[config.mk]
export PLATFORM = sky130hd
export DESIGN_NAME = xbar_slave_arbiter
export DESIGN_NICKNAME = d
export VERILOG_FILES = /design/src/rtl/xbar_slave_arbiter.sv
export SDC_FILE = /design/constraint.sdc
export NUM_CORES = 1
export LEC_CHECK = 0
export ABC_AREA = 1
export CAP_MARGIN = 15
export CORE_MARGIN = 2
export CORE_UTILIZATION = 55
export CTS_CLUSTER_DIAMETER = 200
export DETAILED_ROUTE_END_ITERATION = 16
export PLACE_DENSITY = 0.77
export SYNTH_ARGS = -nofsm -noshare
export SYNTH_HDL_FRONTEND = slang
export SYNTH_SLANG_ARGS = --single-unit
[constraint.sdc]
create_clock -name clk -period 2.3 [get_ports clk]
set_input_delay 0.345 -clock clk [delete_from_list [all_inputs] [get_ports clk]]
set_output_delay 0.345 -clock clk [all_outputs]
set_load 0.1 [all_outputs]
[src/rtl/xbar_slave_arbiter.sv]
// Per-slave round-robin arbiter: picks one requesting master, holds the grant
// for a whole session until the slave mux reports completion, with a watchdog.
module xbar_slave_arbiter #(
  parameter int QTY_OF_DEVICES = 4,
  parameter int TIMEOUT_CYCLES = 256,
  parameter int CNT_WIDTH      = 16,
  localparam int IDW           = $clog2(QTY_OF_DEVICES)
) (
  input  logic                      clk,
  input  logic                      rst_n,
  input  logic [QTY_OF_DEVICES-1:0] req_vec,
  input  logic                      session_is_finished,
  input  logic                      err_clr,
  output logic [QTY_OF_DEVICES-1:0] granted_master,
  output logic [IDW-1:0]            grant_id,
  output logic                      busy,
  output logic                      timeout_err
);

  localparam logic [IDW:0]   QTY_W    = (IDW+1)'(QTY_OF_DEVICES);
  localparam logic [IDW-1:0] LAST_IDX = IDW'(QTY_OF_DEVICES - 1);

  typedef enum logic {IDLE, GRANTED} state_t;

  state_t                    state_reg;
  logic [QTY_OF_DEVICES-1:0] grant_reg;
  logic [IDW-1:0]            grant_id_reg;
  logic [IDW-1:0]            ptr_reg;
  logic                      busy_reg;
  logic                      timeout_err_reg;
  logic [CNT_WIDTH-1:0]      counter_reg;

  logic [IDW-1:0]            cand_idx [QTY_OF_DEVICES];
  logic [QTY_OF_DEVICES-1:0] cand_hit;
  logic [IDW-1:0]            winner;
  logic [QTY_OF_DEVICES-1:0] win_onehot;
  logic [IDW-1:0]            next_ptr;
  logic                      wd_hit;

  // Candidate gi is the master gi positions after the pointer, wrapped.
  for (genvar gi = 0; gi < QTY_OF_DEVICES; gi++) begin : g_cand
    logic [IDW:0] sum;
    assign sum           = {1'b0, ptr_reg} + (IDW+1)'(gi);
    assign cand_idx[gi]  = (sum >= QTY_W) ? IDW'(sum - QTY_W) : sum[IDW-1:0];
    assign cand_hit[gi]  = req_vec[cand_idx[gi]];
    assign win_onehot[gi] = (winner == IDW'(gi));
  end

  // Scan from the farthest candidate so the one nearest the pointer wins.
  always_comb begin
    winner = ptr_reg;
    for (int off = QTY_OF_DEVICES - 1; off >= 0; off--) begin
      if (cand_hit[off]) winner = cand_idx[off];
    end
  end

  assign next_ptr = (grant_id_reg == LAST_IDX) ? '0 : grant_id_reg + 1'b1;

  if (TIMEOUT_CYCLES != 0) begin : g_wd
    assign wd_hit = (counter_reg == CNT_WIDTH'(TIMEOUT_CYCLES - 1));
  end else begin : g_no_wd
    assign wd_hit = 1'b0;
  end

  always_ff @(posedge clk or negedge rst_n) begin
    if (!rst_n) begin
      state_reg       <= IDLE;
      grant_reg       <= '0;
      grant_id_reg    <= '0;
      ptr_reg         <= '0;
      busy_reg        <= 1'b0;
      timeout_err_reg <= 1'b0;
      counter_reg     <= '0;
    end else begin
      if (state_reg == GRANTED && wd_hit && !session_is_finished) begin
        timeout_err_reg <= 1'b1;
      end else if (err_clr) begin
        timeout_err_reg <= 1'b0;
      end

      case (state_reg)
        IDLE: begin
          if (|req_vec) begin
            grant_reg    <= win_onehot;
            grant_id_reg <= winner;
            busy_reg     <= 1'b1;
            counter_reg  <= '0;
            state_reg    <= GRANTED;
          end
        end
        GRANTED: begin
          if (counter_reg != '1) counter_reg <= counter_reg + 1'b1;
          // The grant is never revoked by the watchdog, only by finish.
          if (session_is_finished) begin
            grant_reg <= '0;
            busy_reg  <= 1'b0;
            ptr_reg   <= next_ptr;
            state_reg <= IDLE;
          end
        end
        default: state_reg <= IDLE;
      endcase
    end
  end

  assign granted_master = grant_reg & ~{QTY_OF_DEVICES{session_is_finished}};
  assign grant_id       = grant_id_reg;
  assign busy           = busy_reg;
  assign timeout_err    = timeout_err_reg;

endmodule
==> metrics list <==
- Counting both buffers and inverters, the worst setup path holds a total of 2.
- Global-route wire length before repair: 5870 um
- In the global route stage, overall resource usage came out at 0.222.
- In this run the number of H-tree levels came out at 1.
- The wire-length estimate of the detail-placed layout is 2520 um.
* Number of flip-flops under the largest register name: 16
* Yosys Warn Count: 0
- Critical setup path kind: register to register
- Synthesis produced a netlist whose cell count is 221.
- Number of buffers inserted by port buffering: 15
* Part of the cycle the worst path needs: 0.779
* Buffer count from post-CTS setup fixing: 0
* Ant diodes: 0
- Using the TritonRoute via totals, the vias-per-cell ratio works out to 5.25.
- The worst setup path is captured at a register.
* Pins over their slew limit: 0
* Vertical die dimension: 58.8 um
- Vias in the first global route: 1307
- Maximum fanout encountered on the critical timing path: 11
- Fraction of registers with async set or reset after synthesis: 1.00
- Residual DRC: 1
- Of the total synthesized cell area, the portion taken by AND, OR, NAND and NOR gates is 0.356.
* Kind of path behind the tightest hold check: input pin to async pin
- Global placer's final weighted congestion: 0.866
* Final core utilization: 0.675
- Measured against the total synthesized area, the mux share comes to 0.
* Cells along the critical path: ha_1 -> nand2_2 -> nor2_4 -> nand3_2 -> nor2_2 -> nor2_2 -> buf_4 -> nor2_8 -> inv_4 -> nand2_1 -> o21ai_2
* Detailed router's first-iteration violation count: 64
* Slew @ Worst Pin: 332 ps
- Via count: 1423
- Area of the placeable core: 2810 sq um
* Number of top-level pins: 16
- The synthesized design contains 0 enable-type register cells.
- The detail route stage leaves a number of antenna-violating nets equal to 0.
- Max-cap violations: 0
- Cell class contributing the biggest share of worst-path delay: simple AND/OR/NAND/NOR gates
* Outcome: complete, but fails checks
- Number of buffers inserted during clock tree synthesis: 3
- Clock tree from TritonCTS: built
* Synth Register Bits: 27
* Full die area: 3460 sq um
- Number of gates given a new drive strength after cts: 0
* Share of layout cells above drive strength 1: 0.133
- Total power density per cell area: 1120 nW/um^2
- The number of nets in the synthesized netlist is 231.
* Adder-cell share of the synthesized area: 0.0151
- The floorplan has 19 rows.
- Final-report hold violation count: 0
* Failing checks: DRC
* Unrepaired setup endpoints after global routing: no
- Largest clock skew in the final design: 3.14 ps
- Setup crit start kind: register
* Fin Setup TNS: 0 ps
- Most common cell after layout, fill and taps aside: sky130_fd_sc_hd__nand2_1
* Xor and xnor fraction of the mapped netlist area: 0.0371
* Maximum VDD drop: 0.792 mV
- Overflow left after global routing: 0
* Clock root buffer: sky130_fd_sc_hd__clkbuf_4
- The slowest stage of the critical path belongs to the cell sky130_fd_sc_hd__dfrtp_1.
- Counting along the longest clock path gives a buffer depth of 2.
- Die width: 58.8 um
- After synthesis the cells add up to 1650 sq um.
* Number of search-and-repair iterations in the first detailed-routing pass: 10
* Unique masters post-synth: 33
* Compound-gate portion of the synthesized area: 0.0992
- NumNets Final: 251
- Worst flop-to-flop path startpoint: counter_reg[0]
- The area growth from synthesis to layout is 14.5%.
- Most used DFF post-synth: sky130_fd_sc_hd__dfrtp_1
- Clock transition at the registers of the reported paths: 130 ps
* Max stage delay on crit path: 400 ps
- STA puts the critical path data arrival time at 2030 ps.
* Cell repeated most along the worst path: sky130_fd_sc_hd__nor2_2
- After synthesis, the largest family of logic cells by area is simple AND/OR/NAND/NOR gates.
- Entering global routing, the biggest net connects 28 pins.
- The most critical setup path has its startpoint at counter_reg[0].
* Wire length reported by the detailed router: 3190 um
- Timing would allow up to 0.558 GHz.
* Normalized max-slew margin: 0.778
- Clock tree synthesis found a total of 27 sinks.
- Clock insertion delay at the later pin of the skew report: 330 ps
* Data required, critical path: 2540 ps
- Routed wire per std cell: 11.8 um
* Per-instance average area after synthesis: 7.48 sq um
* Starting density of the core: 0.589
- The share of the Yosys chip area taken by registers is 0.409.
- Summed over all cells, the static leakage comes to 0.931 nW.
* Number of antenna violations at the first check in global routing: 0
- Setup violations remaining at the end of the flow were counted as 0.
- Buffers inserted to repair hold after CTS numbered 0.
- Leaving out fill and tap cells, the most frequent cells in the layout are sky130_fd_sc_hd__nand2_1, sky130_fd_sc_hd__inv_1, sky130_fd_sc_hd__dfrtp_1, sky130_fd_sc_hd__nor2_1, sky130_fd_sc_hd__nand3_1.
* Post-route minimum period: 1790 ps
[cell type report]
| cell class | count | area [sq um] |
|---|---|---|
| inverter | 29 | 111 |
| multi-input combinational | 162 | 838 |
| sequential | 27 | 676 |
| timing repair buffer | 18 | 203 |
| tap | 31 | 38.8 |
| fill | 248 | 912 |
| clock buffer | 4 | 26.3 |
[through the flow]
stage	hold slack [ps]	power (mW)	area, sq um	std cells	worst slack (ps)
after global routing	370	2.32	1890	271	335
after CTS	359	2.14	1890	271	513
final	362	2.13	1890	271	509
after global placement	466	1.92	1870	267	566
after floorplan	49.4	1.64	1650	221	339
after detailed placement	469	1.93	1870	267	527
[path summary, 6_finish.rpt]
check | endpoint | slack [ps] | depth (start not counted)
max | counter_reg[11] | 510 | 11
min | busy | 360 | 2
max reg2reg | counter_reg[11] | 510 | 11
min reg2reg | busy | 500 | 2
max in group asynchronous | grant_reg[2] | 1690 | 2
min in group clk | busy | 500 | 2
[worst reg2reg max path, delay by kind of cell, from the launching register on]
kind,cells,cell delay [ps]
buffers and inverters,2,270
flip-flops,1,400
adder cells (fa/ha/maj),1,190
AND/OR/NAND/NOR,7,780
AO/OA/AOI/OAI,1,50
[cell families after synthesis]
kind of cell / count (synthesis)
simple gates: 130
buf+inv: 32
flops: 27
compound gates: 23
xor+xnor: 7
fa+ha+maj: 2
[power breakdown]
part | internal (mW) | switching, mW | total [mW]
logic | 0.368 | 0.860 | 1.23
registers | 0.581 | 0.114 | 0.695
clock network | 0.0682 | 0.136 | 0.204
[Yosys cell counts, types with 2 or more instances]
library cell,number,share of area
sky130_fd_sc_hd__nand2_1,78,0.18
sky130_fd_sc_hd__dfrtp_1,27,0.41
sky130_fd_sc_hd__inv_1,27,0.061
sky130_fd_sc_hd__nor2_1,18,0.041
sky130_fd_sc_hd__nand3_1,13,0.039
sky130_fd_sc_hd__o21ai_0,8,0.024
sky130_fd_sc_hd__nand4_1,7,0.026
sky130_fd_sc_hd__xor2_1,5,0.026
sky130_fd_sc_hd__a21oi_1,3,0.0091
sky130_fd_sc_hd__o21ai_2,3,0.016
sky130_fd_sc_hd__o22ai_1,3,0.011
sky130_fd_sc_hd__buf_6,2,0.014
sky130_fd_sc_hd__ha_1,2,0.015
sky130_fd_sc_hd__nand3_2,2,0.012
sky130_fd_sc_hd__nor2_2,2,0.0076
sky130_fd_sc_hd__nor3_1,2,0.0061
sky130_fd_sc_hd__o22ai_2,2,0.015
sky130_fd_sc_hd__xnor2_1,2,0.011
[routing by layer]
layer  GRT usage  part of all wire
met1       0.344              0.54
met2       0.313              0.41
met3      0.0374             0.031
met4      0.0812             0.017
met5           0                 0
No activity file was read; power rests on OpenSTA's default activity.
==> patch, RTL diff (config.mk and constraints unchanged) <==
Change the parameter `QTY_OF_DEVICES` from 4 to 8.
--- a/src/rtl/xbar_slave_arbiter.sv
+++ b/src/rtl/xbar_slave_arbiter.sv
@@ -3,3 +3,3 @@
 module xbar_slave_arbiter #(
-  parameter int QTY_OF_DEVICES = 4,
+  parameter int QTY_OF_DEVICES = 8,
   parameter int TIMEOUT_CYCLES = 256,
Ports: changed (resized grant_id, granted_master and req_vec); port bits go from 16 to 25. No check against the original RTL was run, so the function may have changed too.
==> patch against the original RTL <==
Worst setup slack worse by 0.30 ns; hold slack better by 0.086 ns; sequential cell count is 6 higher; count of clock-buffer cells in the layout is 3 higher; via count is 65% higher; combinational power grew to 2.7 times the old value; total power is 130% higher; non-clock buffer count is 18 higher; wire length is 83% higher; area after synthesis is 49% higher; cell area is 60% higher; critical path type unchanged.
==> patch: results (changes against the original RTL) <==
[clock_tree]
h-tree-depth = 2  ; +1
clkTransAtPathRegs_ns = 0.07  ; -0.06 ns

[synthesis]
yosys-top-cells-area = dfrtp_1, nand2_1, inv_1
ys_types = 34  ; +3.0%
syn_nets = 366  ; +58%

[global_routing]
met1_usage = 0.320  ; -0.0242
grt_first_pass_wirelength_um = 10400  ; +78%
grtUsageTotal = 0.259  ; +0.0363
grt.busiest_layer = met2
met2_usage = 0.448  ; +0.135
grt_pass1_vias = 2380  ; +82%
grt_max_degree = 34  ; +21%

[power]
switching_share = 0.542  ; +0.0204
leakage_nw = 1.48  ; +59%
ir_drop_v = 0.00141  ; +78%

[setup_path]
ff2ff_setup_slack_ns = 0.21  ; -0.30 ns
crit_path_max_fanout = 3  ; -8
crit_arrival_ns = 2.29  ; +0.26 ns
slowest_delay_ns = 0.43  ; +0.03 ns

[placement]
hpwl_um = 4420  ; +75%

[final_layout]
drive_gt1_frac = 0.238  ; +0.104

[detailed_routing]
firstDrtPassIters = 5  ; -5
first_iter_violations = 160  ; +150%
drc = 0  ; -1

[run_status]
status = complete, no violations

[sta]
clock_skew_ns = 0.00729  ; +0.00415 ns

[patch: power groups by stage]
stage | clock (mW) | combinational, mW | sequential [mW]
after detailed placement | 0 | 3.16 | 0.850
after global routing | 0.599 | 3.77 | 0.867
final | 0.566 | 3.38 | 0.848
after floorplan | 0 | 2.32 | 1.04
after CTS | 0.572 | 3.19 | 0.840
after global placement | 0 | 3.15 | 0.844
[patch: layout make-up]
class                      count  area (sq um)
multi-input combinational    258          1420
fill                         364          1290
sequential                    33           826
timing repair buffer          36           405
inverter                      52           201
clock buffer                   7          86.3
tap                           52          65.1
clock inverter                 1          30.0
[patch: layer usage]
metal  part of all wire  wire [um]  vias up
li1                   -          -     1195
met2               0.52       3050       57
met1               0.42       2440     1077
met4              0.025        148        0
met5                  0          0        -
met3              0.036        208       15
[patch: worst reg2reg max path, delay by kind of cell, from the launching register on]
| kind | cells | cell delay, ns |
|---|---|---|
| fa+ha+maj | 1 | 0.21 |
| flops | 1 | 0.43 |
| xor+xnor | 1 | 0.20 |
| simple gates | 11 | 0.77 |
| buf+inv | 3 | 0.28 |
| compound gates | 1 | 0.15 |
[patch: path summary, 6_finish.rpt]
check,depth (start not counted),end,from
max in group asynchronous,2,ptr_reg[2]$_DFFE_PN0P_,rst_n
hold / removal,2,counter_reg[1]$_DFFE_PN0P_,rst_n
setup reg to reg,17,grant_reg[2]$_DFFE_PN0P_,ptr_reg[1]$_DFFE_PN0P_
setup / recovery,17,grant_reg[2]$_DFFE_PN0P_,ptr_reg[1]$_DFFE_PN0P_
min in group clk,2,grant_reg[4]$_DFFE_PN0P_,grant_reg[4]$_DFFE_PN0P_
hold reg to reg,2,grant_reg[4]$_DFFE_PN0P_,grant_reg[4]$_DFFE_PN0P_
[patch: cell families after synthesis]
kind of cell	share of synthesized area
AOI/OAI and AO/OA	0.0856
buffers and inverters	0.102
adders and majority gates	0.0255
and+or+nand+nor	0.434
DFF	0.336
xor gates and xnor gates	0.0173
[patch: repair_timing]
item,in CTS,in global routing
buffers inserted,0,4
resized for setup,0,9
setup endpoints to repair,0,7
[patch: per-stage QoR]
step	setup WS [ns]	std cells	cell area (sq um)
finish	0.211	439	3030
global route	-0.00610	439	3030
CTS	0.148	435	2960
detailed placement	0.149	427	2840
global placement	0.157	427	2840
floorplan	0.148	349	2460
